## src/rtl/run_detect_pkg.sv

```systemverilog
// Shared constants and helpers for the time-multiplexed run detector.
package run_detect_pkg;

  // Default channel count and run length used when a parent does not override them.
  localparam int DEFAULT_N       = 4;
  localparam int DEFAULT_RUN_LEN = 2;

  // Width of a per-channel run counter able to hold 0..run_len.
  function automatic int cnt_width(input int run_len);
    return $clog2(run_len + 1);
  endfunction

endpackage

```

## src/rtl/run_detect_sched_if.sv

```systemverilog
// Bundle of the per-channel requester signals and the per-channel run flags.
interface run_detect_sched_if
  import run_detect_pkg::*;
#(
  parameter int N = DEFAULT_N
);

  logic [N-1:0] req_valid;
  logic [N-1:0] req_bit;
  logic [N-1:0] req_ready;
  logic [N-1:0] clear;
  logic [N-1:0] match;
  logic [N-1:0] match_valid;

  // Requester / consumer side: offers bits and clears, observes grants and flags.
  modport master (
    output req_valid,
    output req_bit,
    output clear,
    input  req_ready,
    input  match,
    input  match_valid
  );

  // Detector side.
  modport slave (
    input  req_valid,
    input  req_bit,
    input  clear,
    output req_ready,
    output match,
    output match_valid
  );

endinterface

```

## src/rtl/run_detect_sched_arbiter.sv

```systemverilog
// Combinational round-robin arbiter: picks the first eligible channel after ptr.
module rr_arbiter
  import run_detect_pkg::*;
#(
  parameter int N = DEFAULT_N
) (
  input  logic [N-1:0]         eligible_i,
  input  logic [$clog2(N)-1:0] ptr_i,
  output logic [N-1:0]         grant_o,
  output logic [$clog2(N)-1:0] grant_idx_o
);

  localparam int PW = $clog2(N);

  logic          found;
  logic [PW-1:0] idx;

  // Scan ptr+1, ptr+2, ... with wrap; the last granted channel gets lowest priority.
  always_comb begin
    grant_o     = '0;
    grant_idx_o = '0;
    found       = 1'b0;
    idx         = '0;
    for (int off = 1; off <= N; off++) begin
      idx = PW'((int'(ptr_i) + off) % N);
      if (!found && eligible_i[idx]) begin
        found        = 1'b1;
        grant_o[idx] = 1'b1;
        grant_idx_o  = idx;
      end
    end
  end

endmodule

```

## src/rtl/run_detect_sched.sv

```systemverilog
// Shared run detector: one arbitrated bit per cycle updates that channel's saved
// run count; match flags stay up while a channel's count sits at RUN_LEN.
module run_detect_sched
  import run_detect_pkg::*;
#(
  parameter int N       = DEFAULT_N,
  parameter int RUN_LEN = DEFAULT_RUN_LEN
) (
  input logic              clk,
  input logic              reset,
  run_detect_sched_if.slave bus
);

  localparam int            PW      = $clog2(N);
  localparam int            CW      = cnt_width(RUN_LEN);
  localparam logic [CW-1:0] RUN_MAX = CW'(RUN_LEN);

  logic [N-1:0]  eligible;
  logic [N-1:0]  grant;
  logic [PW-1:0] grant_idx;
  logic          grant_any;

  logic [PW-1:0] ptr_q, ptr_d;
  logic [CW-1:0] count_q [N];
  logic [CW-1:0] count_d [N];
  logic [N-1:0]  match_q, match_d;
  logic [N-1:0]  match_valid_q;

  // A channel being cleared is masked so the clear always beats its request.
  assign eligible = bus.req_valid & ~bus.clear;

  rr_arbiter #(.N(N)) u_arb (
    .eligible_i  (eligible),
    .ptr_i       (ptr_q),
    .grant_o     (grant),
    .grant_idx_o (grant_idx)
  );

  assign grant_any       = |grant;
  assign bus.req_ready   = grant;
  assign bus.match       = match_q;
  assign bus.match_valid = match_valid_q;

  // Pointer only advances on an accept so idle cycles keep fairness intact.
  assign ptr_d = grant_any ? grant_idx : ptr_q;

  // Next context per channel: clear wins, accepted bit extends or breaks the run.
  always_comb begin
    for (int i = 0; i < N; i++) begin
      count_d[i] = count_q[i];
      if (bus.clear[i]) begin
        count_d[i] = '0;
      end else if (grant[i]) begin
        if (bus.req_bit[i]) begin
          count_d[i] = (count_q[i] == RUN_MAX) ? RUN_MAX : count_q[i] + CW'(1);
        end else begin
          count_d[i] = '0;
        end
      end
      match_d[i] = (count_d[i] == RUN_MAX);
    end
  end

  // Context, pointer and output flags; reset restarts arbitration at channel 0.
  always_ff @(posedge clk or posedge reset) begin
    if (reset) begin
      ptr_q         <= PW'(N - 1);
      match_q       <= '0;
      match_valid_q <= '0;
      for (int i = 0; i < N; i++) begin
        count_q[i] <= '0;
      end
    end else begin
      ptr_q         <= ptr_d;
      match_q       <= match_d;
      match_valid_q <= grant;
      for (int i = 0; i < N; i++) begin
        count_q[i] <= count_d[i];
      end
    end
  end

endmodule

```

## src/flat_wrapper.sv

```systemverilog
// flat-port wrapper written by rule: the top's interface ports become plain ports
module run_detect_sched_flat import run_detect_pkg::*;
#(
  parameter int N       = DEFAULT_N,
  parameter int RUN_LEN = DEFAULT_RUN_LEN
)
  (clk, reset, bus_req_valid, bus_req_bit, bus_clear, bus_req_ready, bus_match, bus_match_valid);
  run_detect_sched_if #(.N(N)) bus_i ();
  input logic clk;
  input logic reset;
  input wire logic [$bits(bus_i.req_valid)-1:0] bus_req_valid;
  input wire logic [$bits(bus_i.req_bit)-1:0] bus_req_bit;
  input wire logic [$bits(bus_i.clear)-1:0] bus_clear;
  output wire logic [$bits(bus_i.req_ready)-1:0] bus_req_ready;
  output wire logic [$bits(bus_i.match)-1:0] bus_match;
  output wire logic [$bits(bus_i.match_valid)-1:0] bus_match_valid;
  assign bus_i.req_valid = bus_req_valid;
  assign bus_i.req_bit = bus_req_bit;
  assign bus_i.clear = bus_clear;
  assign bus_req_ready = bus_i.req_ready;
  assign bus_match = bus_i.match;
  assign bus_match_valid = bus_i.match_valid;
  run_detect_sched #(.N(N), .RUN_LEN(RUN_LEN)) u_core (.clk(clk), .reset(reset), .bus(bus_i));
endmodule
```

## config.mk

```make
export PLATFORM = sky130hd
export DESIGN_NAME = run_detect_sched_flat
export DESIGN_NICKNAME = d
export VERILOG_FILES = /design/src/rtl/run_detect_pkg.sv /design/src/rtl/run_detect_sched_if.sv /design/src/rtl/run_detect_sched_arbiter.sv /design/src/rtl/run_detect_sched.sv /design/src/flat_wrapper.sv
export SDC_FILE = /design/constraint.sdc
export NUM_CORES = 1
export LEC_CHECK = 0
export CORE_MARGIN = 2
export CORE_UTILIZATION = 51
export DETAILED_ROUTE_END_ITERATION = 8
export PLACE_DENSITY = 0.9
export SLEW_MARGIN = 20
export SYNTH_ARGS = -nofsm -noshare
export SYNTH_HDL_FRONTEND = slang
export SYNTH_SLANG_ARGS = --single-unit
```

## constraint.sdc

```tcl
create_clock -name clk -period 4.05 [get_ports clk]
set_input_delay 1.0125 -clock clk [delete_from_list [all_inputs] [get_ports clk]]
set_output_delay 1.0125 -clock clk [all_outputs]
set_load 0.05 [all_outputs]
```

-- After elaboration in Yosys (flattened, before gate mapping)
Cells that the tools add are included.
- bits in registers: 18
- bits in latches: 0
- bits in writable memories: 0
- bits in read-only memories: 0
- bits of input ports: 14
- output and inout port bits: 12
- logic and storage cells: 90
- memories: 0
- $add $sub $neg: 8
- multipliers: 0
- divide/modulo/power cells: 0
- magnitude comparators: 8
- equal/unequal tests: 8
- shifts and indexed selects: 0
- multiplexer cells: 43
- bitwise gates (word level): 5
- reduce and logical (&&, ||, !) cells: 11
- operators by type and width (operator ; number):
    2-to-1 mux 2 bit ; 20
    equality test 2 bit (second input constant) ; 8
    2-to-1 mux 4 bit ; 4
    adder 2 x 1 -> 2 bit (second input constant) ; 6
    less-than comparator 2 x 3 -> 1 bit (second input constant) ; 4
    OR 4 bit ; 3
    2-to-1 mux 1 bit ; 11
    binary-select mux 1 bit (select 2 bit) ; 4
    demux 1 bit (select 2 bit) ; 4
    >= comparator 2 x 1 -> 1 bit (second input constant) ; 4
    logical AND 1 bit ; 7
    adder 2 bit (second input constant) ; 2
    bitwise AND 4 bit ; 1
    NOT 4 bit ; 1
    OR reduction 4 bit ; 1
    logical NOT 1 bit ; 3

-- Longest topological paths before layout
Gate-level depths: netlist (run 1).
- word-level depth: 17
- gate-level depth with buffers: 11

-- By module
From an unflattened synthesis (run 1), not the netlist that was laid out.
- cell total of the unflattened synthesis: 133
- area total of the unflattened synthesis: 1316.3 um^2
- by module, submodules not included (module ; times used ; cells each ; area an instance (um^2) ; sequential area each (um^2)):
    run_detect_sched ; 1 ; 74 ; 825.8 ; 452.9
    rr_arbiter ; 1 ; 59 ; 490.5 ; 0.0

-- Worst setup path after synthesis (run 1)
No wires, ideal clock.
- path type: input port to output port
- start point: input port bus_req_valid[2]
- end point: output port bus_req_ready[3]
- arrival: 2.510 ns
- required time: 3.038 ns
- slack: 0.528 ns
- stages on the path: 5
- path through: nor2b_1 > mux4_2 > a311oi_2 > a211o_1 > buf_2
- word-level cells in the longest chain between the ends: 13
- ends and longest elaborated chain (item ; RTL line ; RTL):
    from (decl) ; flat_wrapper.sv:11 ; input wire logic [$bits(bus_i.req_valid)-1:0] bus_req_valid;
    bitwise AND 4 bit * ; run_detect_sched.sv:30 ; assign eligible = bus.req_valid & ~bus.clear;
    binary-select mux 1 bit (select 2 bit) ; run_detect_sched_arbiter.sv:26 ; if (!found && eligible_i[idx]) begin
    2-to-1 mux 1 bit (not written as such) ; run_detect_sched_arbiter.sv:26 ;
    2-to-1 mux 1 bit ; run_detect_sched_arbiter.sv:26 ;
    logical NOT 1 bit ; run_detect_sched_arbiter.sv:26 ;
    logical AND 1 bit ; run_detect_sched_arbiter.sv:26 ;
    2-to-1 mux 1 bit ; run_detect_sched_arbiter.sv:26 ;
    logical NOT 1 bit ; run_detect_sched_arbiter.sv:26 ;
    logical AND 1 bit ; run_detect_sched_arbiter.sv:26 ;
    2-to-1 mux 1 bit ; run_detect_sched_arbiter.sv:26 ;
    logical NOT 1 bit ; run_detect_sched_arbiter.sv:26 ;
    logical AND 1 bit ; run_detect_sched_arbiter.sv:26 ;
    2-to-1 mux 4 bit * ; run_detect_sched_arbiter.sv:26 ;
    to (decl) ; flat_wrapper.sv:14 ; output wire logic [$bits(bus_i.req_ready)-1:0] bus_req_ready;
Every way passes the cells marked *; elsewhere a longest branch is shown, timed or not. The select of a mux whose other input is x is not followed.

-- Final worst setup path (run 1)
- start point: input port bus_req_valid[0]
- end point: output port bus_req_ready[2]
Same word-level chain as after synthesis.

==> insert_results.sql, run 1 <==
INSERT INTO impl_metrics (metric_group, metric, value, unit) VALUES
('floorplan', 'die_width', '55.4', 'µm'),
('floorplan', 'design.portCount', '26', ''),
('synthesis', 'synth_fp_nets', '170', ''),
('synthesis', 'yosys.area.top_type', 'dfrtp_1', ''),
('critical_path', 'crit-reg2reg-launch', 'u_core.ptr_q[1]', ''),
('placed_design', 'place.detailed.hpwl', '2.55', 'mm'),
('critical_path', 'critPathSlowestCell', 'mux4_2', ''),
('detailed_routing', 'detail_route.first_pass.iterations', '4', ''),
('worst_hold_path', 'holdPathEnd', 'u_core.bus.match[3]', ''),
('critical_path', 'critical_path_origin', 'bus_req_valid[0]', ''),
('timing', 'report.final.hold_viol_count', '0', ''),
('timing', 'period_share', '99.9', '%'),
('grt', 'grt_util_all_layers', '22.3', '%'),
('detailed_routing', 'initialDrtViolationCount', '61', ''),
('clocking', 'worstSkewPairLatency', '0.30', 'ns'),
('placed_design', 'port_buffers', '25', ''),
('synthesis', 'seq_area_frac_synth', '33.6', '%'),
('critical_path', 'critPathRequiredTime', '3.04', 'ns'),
('power', 'share_of_total_power_consumed_by_net_switching', '47.4', '%'),
('critical_path', 'rr_endpoint', 'u_core.ptr_q[1]', ''),
('floorplan', 'fp.dieH', '55.4', 'µm'),
('synthesis', 'postSynthCellCount', '145', ''),
('placed_design', 'dpl-instance-area', '1730', 'µm²'),
('synthesis', 'synth_top_cell_area_share', '29.7', '%'),
('critical_path', 'crit_chain', 'clkdlybuf4s50_1 > nor2b_4 > mux4_2 > a311oi_4 > a211o_1 > buf_12', ''),
('floorplan', 'design.core.area', '2500', 'µm²'),
('timing', 'max_slew.worst_pin.slew', '0.719', 'ns'),
('critical_path', 'ff2ff_path_depth', '9', ''),
('critical_path', 'criticalPathCategory', 'input port to output port', ''),
('final_layout', 'antenna_cells_inserted', '0', ''),
('worst_hold_path', 'min-delay-start', 'u_core.count_q[0]', ''),
('timing', 'grt_setup_unrepaired', 'true', ''),
('grt', 'first_pass_grt_wire_length', '5.65', 'mm'),
('timing', 'finalSetupViolations', '0', ''),
('worst_hold_path', 'worstHoldPathCells', '2', ''),
('synthesis', 'yosys_warnings', '0', ''),
('final_layout', 'layout-drive-gt1-share', '20.0', '%'),
('critical_path', 'reg2reg_setup_slack', '0.92', 'ns'),
('placed_design', 'dpl.cell_count', '206', ''),
('final_layout', 'nFillCells', '171', ''),
('worst_hold_path', 'worstHoldPathType', 'flip-flop to flip-flop', ''),
('timing', 'max_slew_margin', '52.0', '%'),
('final_layout', 'fin_nets', '206', ''),
('power', 'cellPowerDensity', '695', 'nW/µm²'),
('clocking', 'ctsLongestPathBuffers', '2', ''),
('clocking', 'cts_root_buffer', 'clkbuf_4', ''),
('detailed_routing', 'totalWireLength', '3.38', 'mm'),
('power', 'clockPowerShare', '9.1', '%'),
('floorplan', 'start_util', '53.9', '%'),
('grt', 'grt_start_max_net_pins', '19', ''),
('floorplan', 'design.die.area', '3070', 'µm²'),
('clocking', 'cts_made_buffers', '3', ''),
('run_status', 'outcome', 'complete, no violations', ''),
('critical_path', 'worst_ep_arrival_time', '3.03', 'ns'),
('power', 'p_leak', '0.843', 'nW'),
('power', 'switchingPower', '0.601', 'mW'),
('clocking', 'cts.hold.buffers_added', '0', ''),
('power', 'worst_ir_drop_vdd', '0.554', 'mV'),
('detailed_routing', 'route.antenna.remaining_nets', '0', ''),
('synthesis', 'synth.cell_area', '1350', 'µm²'),
('clocking', 'clkTransAtPathRegs', '0.11', 'ns'),
('detailed_routing', 'route.detailed.drc', '0', ''),
('detailed_routing', 'num_vias', '1237', ''),
('synthesis', 'ys_types', '37', ''),
('power', 'intPower', '0.667', 'mW'),
('clocking', 'cts_tree', 'yes', ''),
('timing', 'finClkSkew', '0.00273', 'ns'),
('critical_path', 'crit_buf_inv', '2', ''),
('critical_path', 'worstPathMaxFanout', '7', ''),
('detailed_routing', 'post_drt_via_cell_ratio', '5.89', ''),
('floorplan', 'rows', '18', '');
## worst reg2reg max path, stage by stage (launching register included)
cell and delay, ns:
dfstp_2 0.62, inv_1 0.12, ha_1 0.47, nor3_1 0.12, nor3_1 0.40, a311oi_4 0.09
a211o_1 0.37, buf_4 0.19, o41ai_2 0.44, mux2i_1 0.24
## worst max path at each step
stage / endpoint / slack (ns) / cells after the start
after floorplan: bus_req_ready[3] / 0.53 / 5
after global placement: bus_req_ready[3] / 0.09 / 6
after detailed placement: bus_req_ready[2] / 0.0009 / 7
after CTS: bus_req_ready[2] / 0.01 / 6
after global routing: bus_req_ready[2] / -0.02 / 6
final: bus_req_ready[2] / 0.003 / 6
## state kept, by name (all words and copies together), names as in the netlist
signal / flops
u_core.bus.match_valid: 4
u_core.ptr_q: 2
u_core.count_q: 8
u_core.bus.match: 4
## routing by layer
| metal | share of wire [%] | vias up | track usage (%) |
|---|---|---|---|
| met5 | 0 | - | 0 |
| met4 | 1.8 | 0 | 6.27 |
| met3 | 6.0 | 7 | 3.04 |
| met2 | 52 | 54 | 42.3 |
| met1 | 40 | 595 | 25.9 |
| li1 | - | 581 | - |
## kinds of logic (layout without fill, tap and decap cells)
| logic type | Yosys count | in the layout | synth area share (%) |
|---|---|---|---|
| AND/OR/NAND/NOR | 58 | 58 | 22.2 |
| AO/OA/AOI/OAI | 28 | 28 | 15.6 |
| flip-flops | 18 | 18 | 33.6 |
| buffers and inverters | 18 | 53 | 5.95 |
| multiplexers | 12 | 12 | 12.4 |
| adder cells (fa/ha/maj) | 11 | 11 | 10.2 |
## through the flow
stage,setup WS [ns],hold WS [ns],util [%]
finish,0.00257,0.534,73.0
global route,-0.0229,0.572,73.0
CTS,0.0129,0.543,70.7
detailed placement,0.000897,0.520,69.2
global placement,0.0935,0.503,69.2
floorplan,0.528,0.486,-
## layout make-up
| type | instances | area (µm²) | share of cell area [%] |
|---|---|---|---|
| clock buffer | 4 | 36.3 | 1.99 |
| inverter | 12 | 45.0 | 2.47 |
| multi-input combinational | 109 | 863 | 47.3 |
| sequential | 18 | 453 | 24.8 |
| tap | 30 | 37.5 | 2.06 |
| timing repair buffer | 37 | 390 | 21.4 |
## cells in the final DEF, fill, tap and decap left out, types with 2 or more instances in the layout
master           instances
buf_12                   4
nor3_1                   7
nor2b_4                  4
buf_4                   12
nand2b_1                 2
o21a_1                   5
clkbuf_4                 3
nor2_1                   8
dfstp_2                  2
a21oi_1                  5
or3_1                    4
dfrtp_1                 16
and2_1                   4
a211o_1                  4
mux2_1                   4
mux4_2                   3
nand2_1                 13
inv_1                   10
nand3b_1                 4
clkdlybuf4s50_1         17
mux2i_1                  5
a31oi_1                  2
inv_2                    2
nand3_1                  7
dlymetal6s2s_1           4
o21ai_0                  4
ha_1                    11
## Yosys cell counts
master and count:
a211oi_1 1, inv_2 2, a21oi_1 5, nand2b_2 1
nor2b_1 4, and2_1 4, o22ai_1 1, nor2_1 8
a311oi_2 1, o21a_1 5, buf_6 1, dfrtp_1 16
mux2_1 4, clkbuf_1 1, or3_1 4, inv_1 10
mux4_2 2, o21ai_0 4, nand3_1 8, a21boi_0 1
nand2_1 13, dfstp_2 2, buf_2 4, and3_1 1
a211o_1 4, mux2i_1 5, mux4_1 1, nor4_1 1
o41ai_2 1, ha_1 11, nor3_1 7, a31oi_1 2
o41a_1 1, o221ai_1 1, nand3b_1 4, o211ai_1 1
nand2b_1 3
## power by group through the flow
| stage | Sequential [mW] | Combinational (mW) | Clock (mW) |
|---|---|---|---|
| final | 0.248 | 0.905 | 0.116 |
| after detailed placement | 0.251 | 0.869 | 0 |
| after global placement | 0.249 | 0.839 | 0 |
| after floorplan | 0.302 | 0.530 | 0 |
| after global routing | 0.251 | 0.967 | 0.126 |
| after CTS | 0.248 | 0.873 | 0.117 |
## timing repair
action	4_1_cts	5_1_grt
setup endpoints to repair	4	4
resized for setup	1	15
setup buffers	0	0
pin swaps	0	3
Note: power is estimated with default switching activity, not from simulation.
==> inputs of run 2 (changes only) <==
--- a/config.mk
+++ b/config.mk
@@ -6,7 +6,7 @@
 export NUM_CORES = 1
 export LEC_CHECK = 0
-export CORE_MARGIN = 2
 export CORE_UTILIZATION = 51
 export DETAILED_ROUTE_END_ITERATION = 8
+export MAX_ROUTING_LAYER = met4
 export PLACE_DENSITY = 0.9
 export SLEW_MARGIN = 20
==> constraint.sdc (replaced) <==
create_clock -name clk -period 4.05 [get_ports clk]
set_input_delay 1.215 -clock clk [delete_from_list [all_inputs] [get_ports clk]]
set_output_delay 1.215 -clock clk [all_outputs]
set_load 0.05 [all_outputs]
==> run 2 against run 1 <==
Utilization up 4.9 points; via count up 9.5%; global-route usage up 6.9 points; worst hold slack worse by 0.0049 ns; critical path depth up 1; largest cell class unchanged; total power up 3.2%; fmax up 2.0%; final area up 5.8%; sequential power about the same.
==> insert_results.sql, run 2 (same netlist as run 1, synthesis figures left out) <==
INSERT INTO impl_metrics (metric_group, metric, value, unit) VALUES
('critical_path', 'worst_ep_arrival_time', '2.75', 'ns'),
('placed_design', 'dpl-instance-area', '1810', 'µm²'),
('placed_design', 'gp_routability_congestion', '0.934', ''),
('grt', 'grt_util_all_layers', '29.2', '%'),
('critical_path', 'crit-reg2reg-launch', 'u_core.ptr_q[1]', ''),
('grt', 'first_global_vias', '1256', ''),
('final_layout', 'antenna_cells_inserted', '0', ''),
('floorplan', 'design.core.area', '2480', 'µm²'),
('timing', 'max_clock_freq', '252', 'MHz'),
('clocking', 'cts_num_sinks', '18', ''),
('detailed_routing', 'route.antenna.remaining_nets', '0', ''),
('detailed_routing', 'totalWireLength', '3.63', 'mm'),
('timing', 'finClkSkew', '0.00755', 'ns'),
('clocking', 'cts.htree.levels', '1', ''),
('clocking', 'clkTransAtPathRegs', '0.10', 'ns'),
('critical_path', 'crit_path_start_kind', 'input port', ''),
('critical_path', 'worstPathMaxFanout', '5', ''),
('grt', 'grt_overflow_total', '0', ''),
('detailed_routing', 'num_vias', '1355', ''),
('grt', 'grt_start_max_net_pins', '19', ''),
('timing', 'timing_max_transition_violations_final', '0', ''),
('clocking', 'cts_root_buffer', 'clkbuf_4', ''),
('power', 'power.share.sequential', '19.0', '%'),
('timing', 'period_share', '97.9', '%'),
('run_status', 'outcome', 'complete, no violations', ''),
('final_layout', 'register_area', '453', 'µm²'),
('placed_design', 'detailedPlace.worstSlack', '-0.350', 'ns'),
('power', 'combinationalPowerShare', '72.1', '%'),
('critical_path', 'critical_path_origin', 'bus_req_valid[2]', ''),
('clocking', 'cts_made_buffers', '3', ''),
('power', 'switchingPower', '0.606', 'mW'),
('power', 'share_of_total_power_consumed_by_net_switching', '46.3', '%'),
('detailed_routing', 'detail_route.first_pass.iterations', '4', ''),
('detailed_routing', 'route.detailed.wl_per_inst', '15.9', 'µm'),
('final_layout', 'layout-drive-gt1-share', '32.7', '%'),
('power', 'p_leak', '0.917', 'nW'),
('final_layout', 'instances_no_fill', '229', ''),
('final_layout', 'largest_register_ffs', '8', ''),
('final_layout', 'nFillCells', '173', ''),
('floorplan', 'design.portCount', '26', ''),
('critical_path', 'critPathRequiredTime', '2.83', 'ns'),
('clocking', 'cts.hold.buffers_added', '0', ''),
('power', 'worst_ir_drop_vdd', '0.572', 'mV'),
('timing', 'finalCriticalPeriod', '3.97', 'ns'),
('timing', 'max_slew.worst_pin.slew', '0.706', 'ns'),
('timing', 'finalSetupViolations', '0', ''),
('floorplan', 'fp.dieH', '53.4', 'µm'),
('critical_path', 'crit_end_element', 'output port', ''),
('final_layout', 'fin_nets', '225', ''),
('final_layout', 'layout-area-overhead-vs-synth', '43.4', '%'),
('placed_design', 'port_buffers', '25', ''),
('grt', 'grt_antenna_before_repair', '0', ''),
('grt', 'first_pass_grt_wire_length', '5.59', 'mm'),
('detailed_routing', 'route.detailed.drc', '0', ''),
('power', 'intPower', '0.703', 'mW'),
('timing', 'report.final.hold_viol_count', '0', ''),
('final_layout', 'multi_input_comb_area', '872', 'µm²'),
('clocking', 'worstSkewPairLatency', '0.31', 'ns'),
('floorplan', 'die_width', '53.4', 'µm'),
('power', 'cellPowerDensity', '678', 'nW/µm²'),
('final_layout', 'final_cell_mix', 'buf_4, dfrtp_1, nand2_1, clkdlybuf4s50_1, ha_1', ''),
('clocking', 'ctsLongestPathBuffers', '2', ''),
('floorplan', 'start_util', '54.3', '%'),
('placed_design', 'dpl.cell_count', '217', ''),
('timing', 'post-route-worst-setup-slack', '0.0835', 'ns'),
('power', 'clockPowerShare', '8.8', '%'),
('placed_design', 'place.detailed.hpwl', '2.73', 'mm'),
('final_layout', 'registers.top_by_ff_count', 'u_core.count_q', ''),
('floorplan', 'rows', '18', ''),
('flow_run', 'maxCapViolations', '0', ''),
('final_layout', 'fin_area', '1930', 'µm²'),
('floorplan', 'design.die.area', '2850', 'µm²'),
('worst_hold_path', 'min-delay-start', 'u_core.count_q[4]', ''),
('timing', 'max_slew_margin', '52.9', '%'),
('final_layout', 'layout_commonest_cell', 'buf_4', ''),
('detailed_routing', 'post_drt_via_cell_ratio', '5.92', ''),
('clocking', 'cts_tree', 'yes', ''),
('critical_path', 'criticalPathCategory', 'input port to output port', ''),
('worst_hold_path', 'worstHoldPathType', 'flip-flop to flip-flop', ''),
('detailed_routing', 'initialDrtViolationCount', '47', '');
==> run 2: changes by cell type in the layout (fill, tap and decap cells not counted), sizes merged <==
cell and change:
buf +22, clkbuf +5, clkdlybuf4s50 -4, dlymetal6s2s -4
==> run 2: metal layers <==
metal / track usage [%] / part of all wire [%]
met5: - / 0
met4: 12.3 / 2.0
met3: 6.32 / 6.0
met2: 52.5 / 55
met1: 30.4 / 37
==> run 2: layout make-up <==
| type | count | area share (%) |
|---|---|---|
| Multi-Input combinational cell | 109 | 45.2 |
| Tap cell | 30 | 1.94 |
| Inverter | 12 | 2.33 |
| Timing Repair Buffer | 56 | 25.2 |
| Sequential cell | 18 | 23.5 |
| Clock buffer | 4 | 1.88 |
==> run 2: stage by stage <==
step                      hold WS (ns)  total power [mW]  TNS [ns]  utilization (%)
after floorplan                  0.486             0.832         0                -
after global placement           0.503              1.12     -1.24             73.1
after detailed placement         0.518              1.15     -1.36             73.1
after CTS                        0.531              1.29         0             78.9
after global routing             0.562              1.38   -0.0569             77.9
final                            0.530              1.31         0             77.9
==> run 2: critical path: stages <==
cell,delay (ns)
buf_2,0.12
nor2b_4,0.13
mux4_2,0.50
a311oi_2,0.25
buf_4,0.18
a211o_1,0.20
buf_12,0.15
==> run 2: repair_timing <==
item                                    in CTS  in global routing
endpoints found under the setup margin       4                  4
resized for setup                           33                  9
setup buffers                                5                  3
pin swaps                                    2                  3
endpoints found under the hold margin        0                  0
==> run 2: worst paths after layout <==
check,to,slack [ns],depth (start not counted)
hold / removal,u_core.bus.match[1],0.53,2
max in group asynchronous,u_core.count_q[6],2.30,2
setup reg to reg,u_core.ptr_q[1],0.76,12
hold reg to reg,u_core.bus.match[1],0.53,2
min in group asynchronous,u_core.bus.match[3],1.30,2
setup / recovery,bus_req_ready[0],0.08,7
==> run 2: power by group through the flow <==
stage | Combinational [mW] | Clock [mW] | Sequential, mW
floorplan | 0.530 | 0 | 0.302
global placement | 0.866 | 0 | 0.250
detailed placement | 0.901 | 0 | 0.252
CTS | 0.924 | 0.118 | 0.249
global route | 1.00 | 0.127 | 0.253
finish | 0.944 | 0.116 | 0.249
==> inputs of run 3 (changes only) <==
Settings changed: ABC_CLOCK_PERIOD_IN_PS set to 4050, CORE_ASPECT_RATIO set to 0.75, GPL_ROUTABILITY_DRIVEN set to 0.
==> run 3 against run 2 <==
Total power rose by 7.2%; global-route usage rose by 7.4 points; clock skew fell by 0.00096 ns; sequential power barely moved; critical path type unchanged; largest cell class unchanged.
==> insert_results.sql, run 3 (same netlist as run 1, synthesis figures left out) <==
INSERT INTO impl_metrics (metric_group, metric, value, unit) VALUES
('run_status', 'outcome', 'complete, no violations', ''),
('timing', 'totalNegativeSetupSlack', '0', 'ns'),
('timing', 'finClkSkew', '0.00659', 'ns'),
('power', 'cellPowerDensity', '718', 'nW/µm²'),
('final_layout', 'register_area', '453', 'µm²'),
('final_layout', 'final_core_utilization', '81.3', '%'),
('floorplan', 'design.die.area', '2850', 'µm²'),
('placed_design', 'port_buffers', '25', ''),
('clocking', 'cts_root_buffer', 'clkbuf_4', ''),
('critical_path', 'worst_ep_arrival_time', '2.82', 'ns'),
('timing', 'max_clock_freq', '248', 'MHz'),
('timing', 'timing_max_transition_violations_final', '0', ''),
('clocking', 'cts_num_sinks', '18', ''),
('critical_path', 'criticalPathCategory', 'input port to output port', ''),
('detailed_routing', 'totalWireLength', '4.67', 'mm'),
('timing', 'finalSetupViolations', '0', ''),
('final_layout', 'final_cell_mix', 'buf_4, dfrtp_1, clkdlybuf4s50_1, nand2_1', ''),
('worst_hold_path', 'holdPathEnd', 'u_core.bus.match[3]', ''),
('final_layout', 'layout-area-overhead-vs-synth', '45.1', '%'),
('floorplan', 'rows', '15', ''),
('critical_path', 'critPathRequiredTime', '2.83', 'ns'),
('final_layout', 'layout-drive-gt1-share', '33.7', '%'),
('detailed_routing', 'post_drt_via_cell_ratio', '6.44', ''),
('detailed_routing', 'detail_route.first_pass.iterations', '4', ''),
('grt', 'grt_util_all_layers', '36.6', '%'),
('critical_path', 'rr_endpoint', 'u_core.ptr_q[1]', ''),
('critical_path', 'worstPathMaxFanout', '5', ''),
('floorplan', 'fp.dieH', '46.5', 'µm'),
('critical_path', 'reg2reg_setup_slack', '0.99', 'ns'),
('clocking', 'cts.hold.buffers_added', '0', ''),
('critical_path', 'crit-reg2reg-launch', 'u_core.ptr_q[1]', ''),
('clocking', 'cts.htree.levels', '1', ''),
('detailed_routing', 'route.detailed.drc', '0', ''),
('grt', 'first_pass_grt_wire_length', '6.84', 'mm'),
('critical_path', 'ff2ff_path_depth', '9', ''),
('placed_design', 'dpl-instance-area', '1800', 'µm²'),
('timing', 'report.final.hold_viol_count', '0', ''),
('clocking', 'cts_made_buffers', '3', ''),
('timing', 'period_share', '99.7', '%'),
('final_layout', 'multi_input_comb_area', '912', 'µm²'),
('clocking', 'clkTransAtPathRegs', '0.09', 'ns'),
('final_layout', 'largest_register_ffs', '8', ''),
('floorplan', 'start_util', '56.0', '%'),
('worst_hold_path', 'worstHoldPathCells', '2', ''),
('detailed_routing', 'num_vias', '1482', ''),
('clocking', 'cts_tree', 'yes', ''),
('grt', 'grt_start_max_net_pins', '19', ''),
('timing', 'max_slew.worst_pin.slew', '0.679', 'ns'),
('floorplan', 'design.portCount', '26', ''),
('final_layout', 'fin_area', '1950', 'µm²'),
('clocking', 'worstSkewPairLatency', '0.31', 'ns'),
('critical_path', 'crit_path_start_kind', 'input port', ''),
('power', 'p_leak', '0.906', 'nW'),
('final_layout', 'nFillCells', '153', ''),
('placed_design', 'place.detailed.hpwl', '2.95', 'mm'),
('final_layout', 'registers.top_by_ff_count', 'u_core.count_q', ''),
('flow_run', 'maxCapViolations', '0', ''),
('power', 'worst_ir_drop_vdd', '0.407', 'mV'),
('detailed_routing', 'route.detailed.wl_per_inst', '20.3', 'µm'),
('grt', 'first_global_vias', '1471', ''),
('grt', 'grt_overflow_total', '0', ''),
('floorplan', 'design.core.area', '2400', 'µm²'),
('timing', 'finalCriticalPeriod', '4.04', 'ns'),
('final_layout', 'fin_nets', '222', ''),
('critical_path', 'crit_end_element', 'output port', ''),
('detailed_routing', 'initialDrtViolationCount', '116', ''),
('worst_hold_path', 'worstHoldPathType', 'flip-flop to flip-flop', ''),
('placed_design', 'dpl.cell_count', '219', ''),
('final_layout', 'antenna_cells_inserted', '0', ''),
('final_layout', 'layout_commonest_cell', 'buf_4', ''),
('clocking', 'ctsLongestPathBuffers', '2', ''),
('final_layout', 'instances_no_fill', '230', ''),
('grt', 'grt_antenna_before_repair', '0', ''),
('timing', 'max_slew_margin', '54.7', '%'),
('detailed_routing', 'route.antenna.remaining_nets', '0', ''),
('worst_hold_path', 'min-delay-start', 'u_core.count_q[0]', ''),
('floorplan', 'die_width', '61.3', 'µm');
-- run 3: worst max-delay path by stage --
stage | slack (ns) | depth (start not counted) | startpoint | end
3_3_place_gp | -0.30 | 7 | bus_req_valid[2] | bus_req_ready[2]
5_1_grt | -0.008 | 8 | bus_req_valid[2] | bus_req_ready[2]
3_5_place_dp | -0.37 | 7 | bus_req_valid[2] | bus_req_ready[2]
2_1_floorplan | 0.12 | 5 | bus_req_valid[2] | bus_req_ready[3]
6_report | 0.01 | 8 | bus_req_valid[2] | bus_req_ready[3]
4_1_cts | 0.004 | 8 | bus_req_valid[1] | bus_req_ready[2]
-- run 3: timing repair --
item                       in CTS  in global routing
buffers inserted                6                  1
pin swaps                       3                  4
gates resized for setup        41                 13
setup endpoints to repair       4                  4
-- run 3: per-layer routing --
metal / wire length [µm] / track usage, % / vias up
met5: 0 / - / -
met4: 259 / 25.0 / 0
met3: 388 / 8.71 / 35
li1: - / - / 619
met2: 2270 / 60.4 / 120
met1: 1760 / 39.2 / 708
-- run 3: critical path: stages --
cell and delay, ns:
buf_2 0.13, nor2b_4 0.14, mux4_2 0.53, buf_6 0.16, nand3_1 0.08, nand2_1 0.07
a211o_1 0.31, buf_12 0.18
-- run 3: power by group --
| part | switching [mW] | internal [mW] | total [mW] |
|---|---|---|---|
| Sequential | 0.0259 | 0.226 | 0.252 |
| Clock | 0.0568 | 0.0550 | 0.112 |
| Combinational | 0.595 | 0.444 | 1.04 |
| Total | 0.678 | 0.725 | 1.40 |
-- run 3: layout make-up --
class | instances | area share, %
repair buffers | 53 | 23.8
inverters | 12 | 2.31
clock buffers | 4 | 1.86
well taps | 34 | 2.18
flip-flops and latches | 18 | 23.2
multi-input cells | 109 | 46.7
-- run 3: per-stage QoR --
stage	hold WS, ns	setup WS, ns	power (mW)
floorplan	0.486	0.123	0.832
global placement	0.503	-0.303	1.11
detailed placement	0.515	-0.366	1.16
CTS	0.530	0.00433	1.30
global route	0.562	-0.00847	1.46
finish	0.532	0.0103	1.40
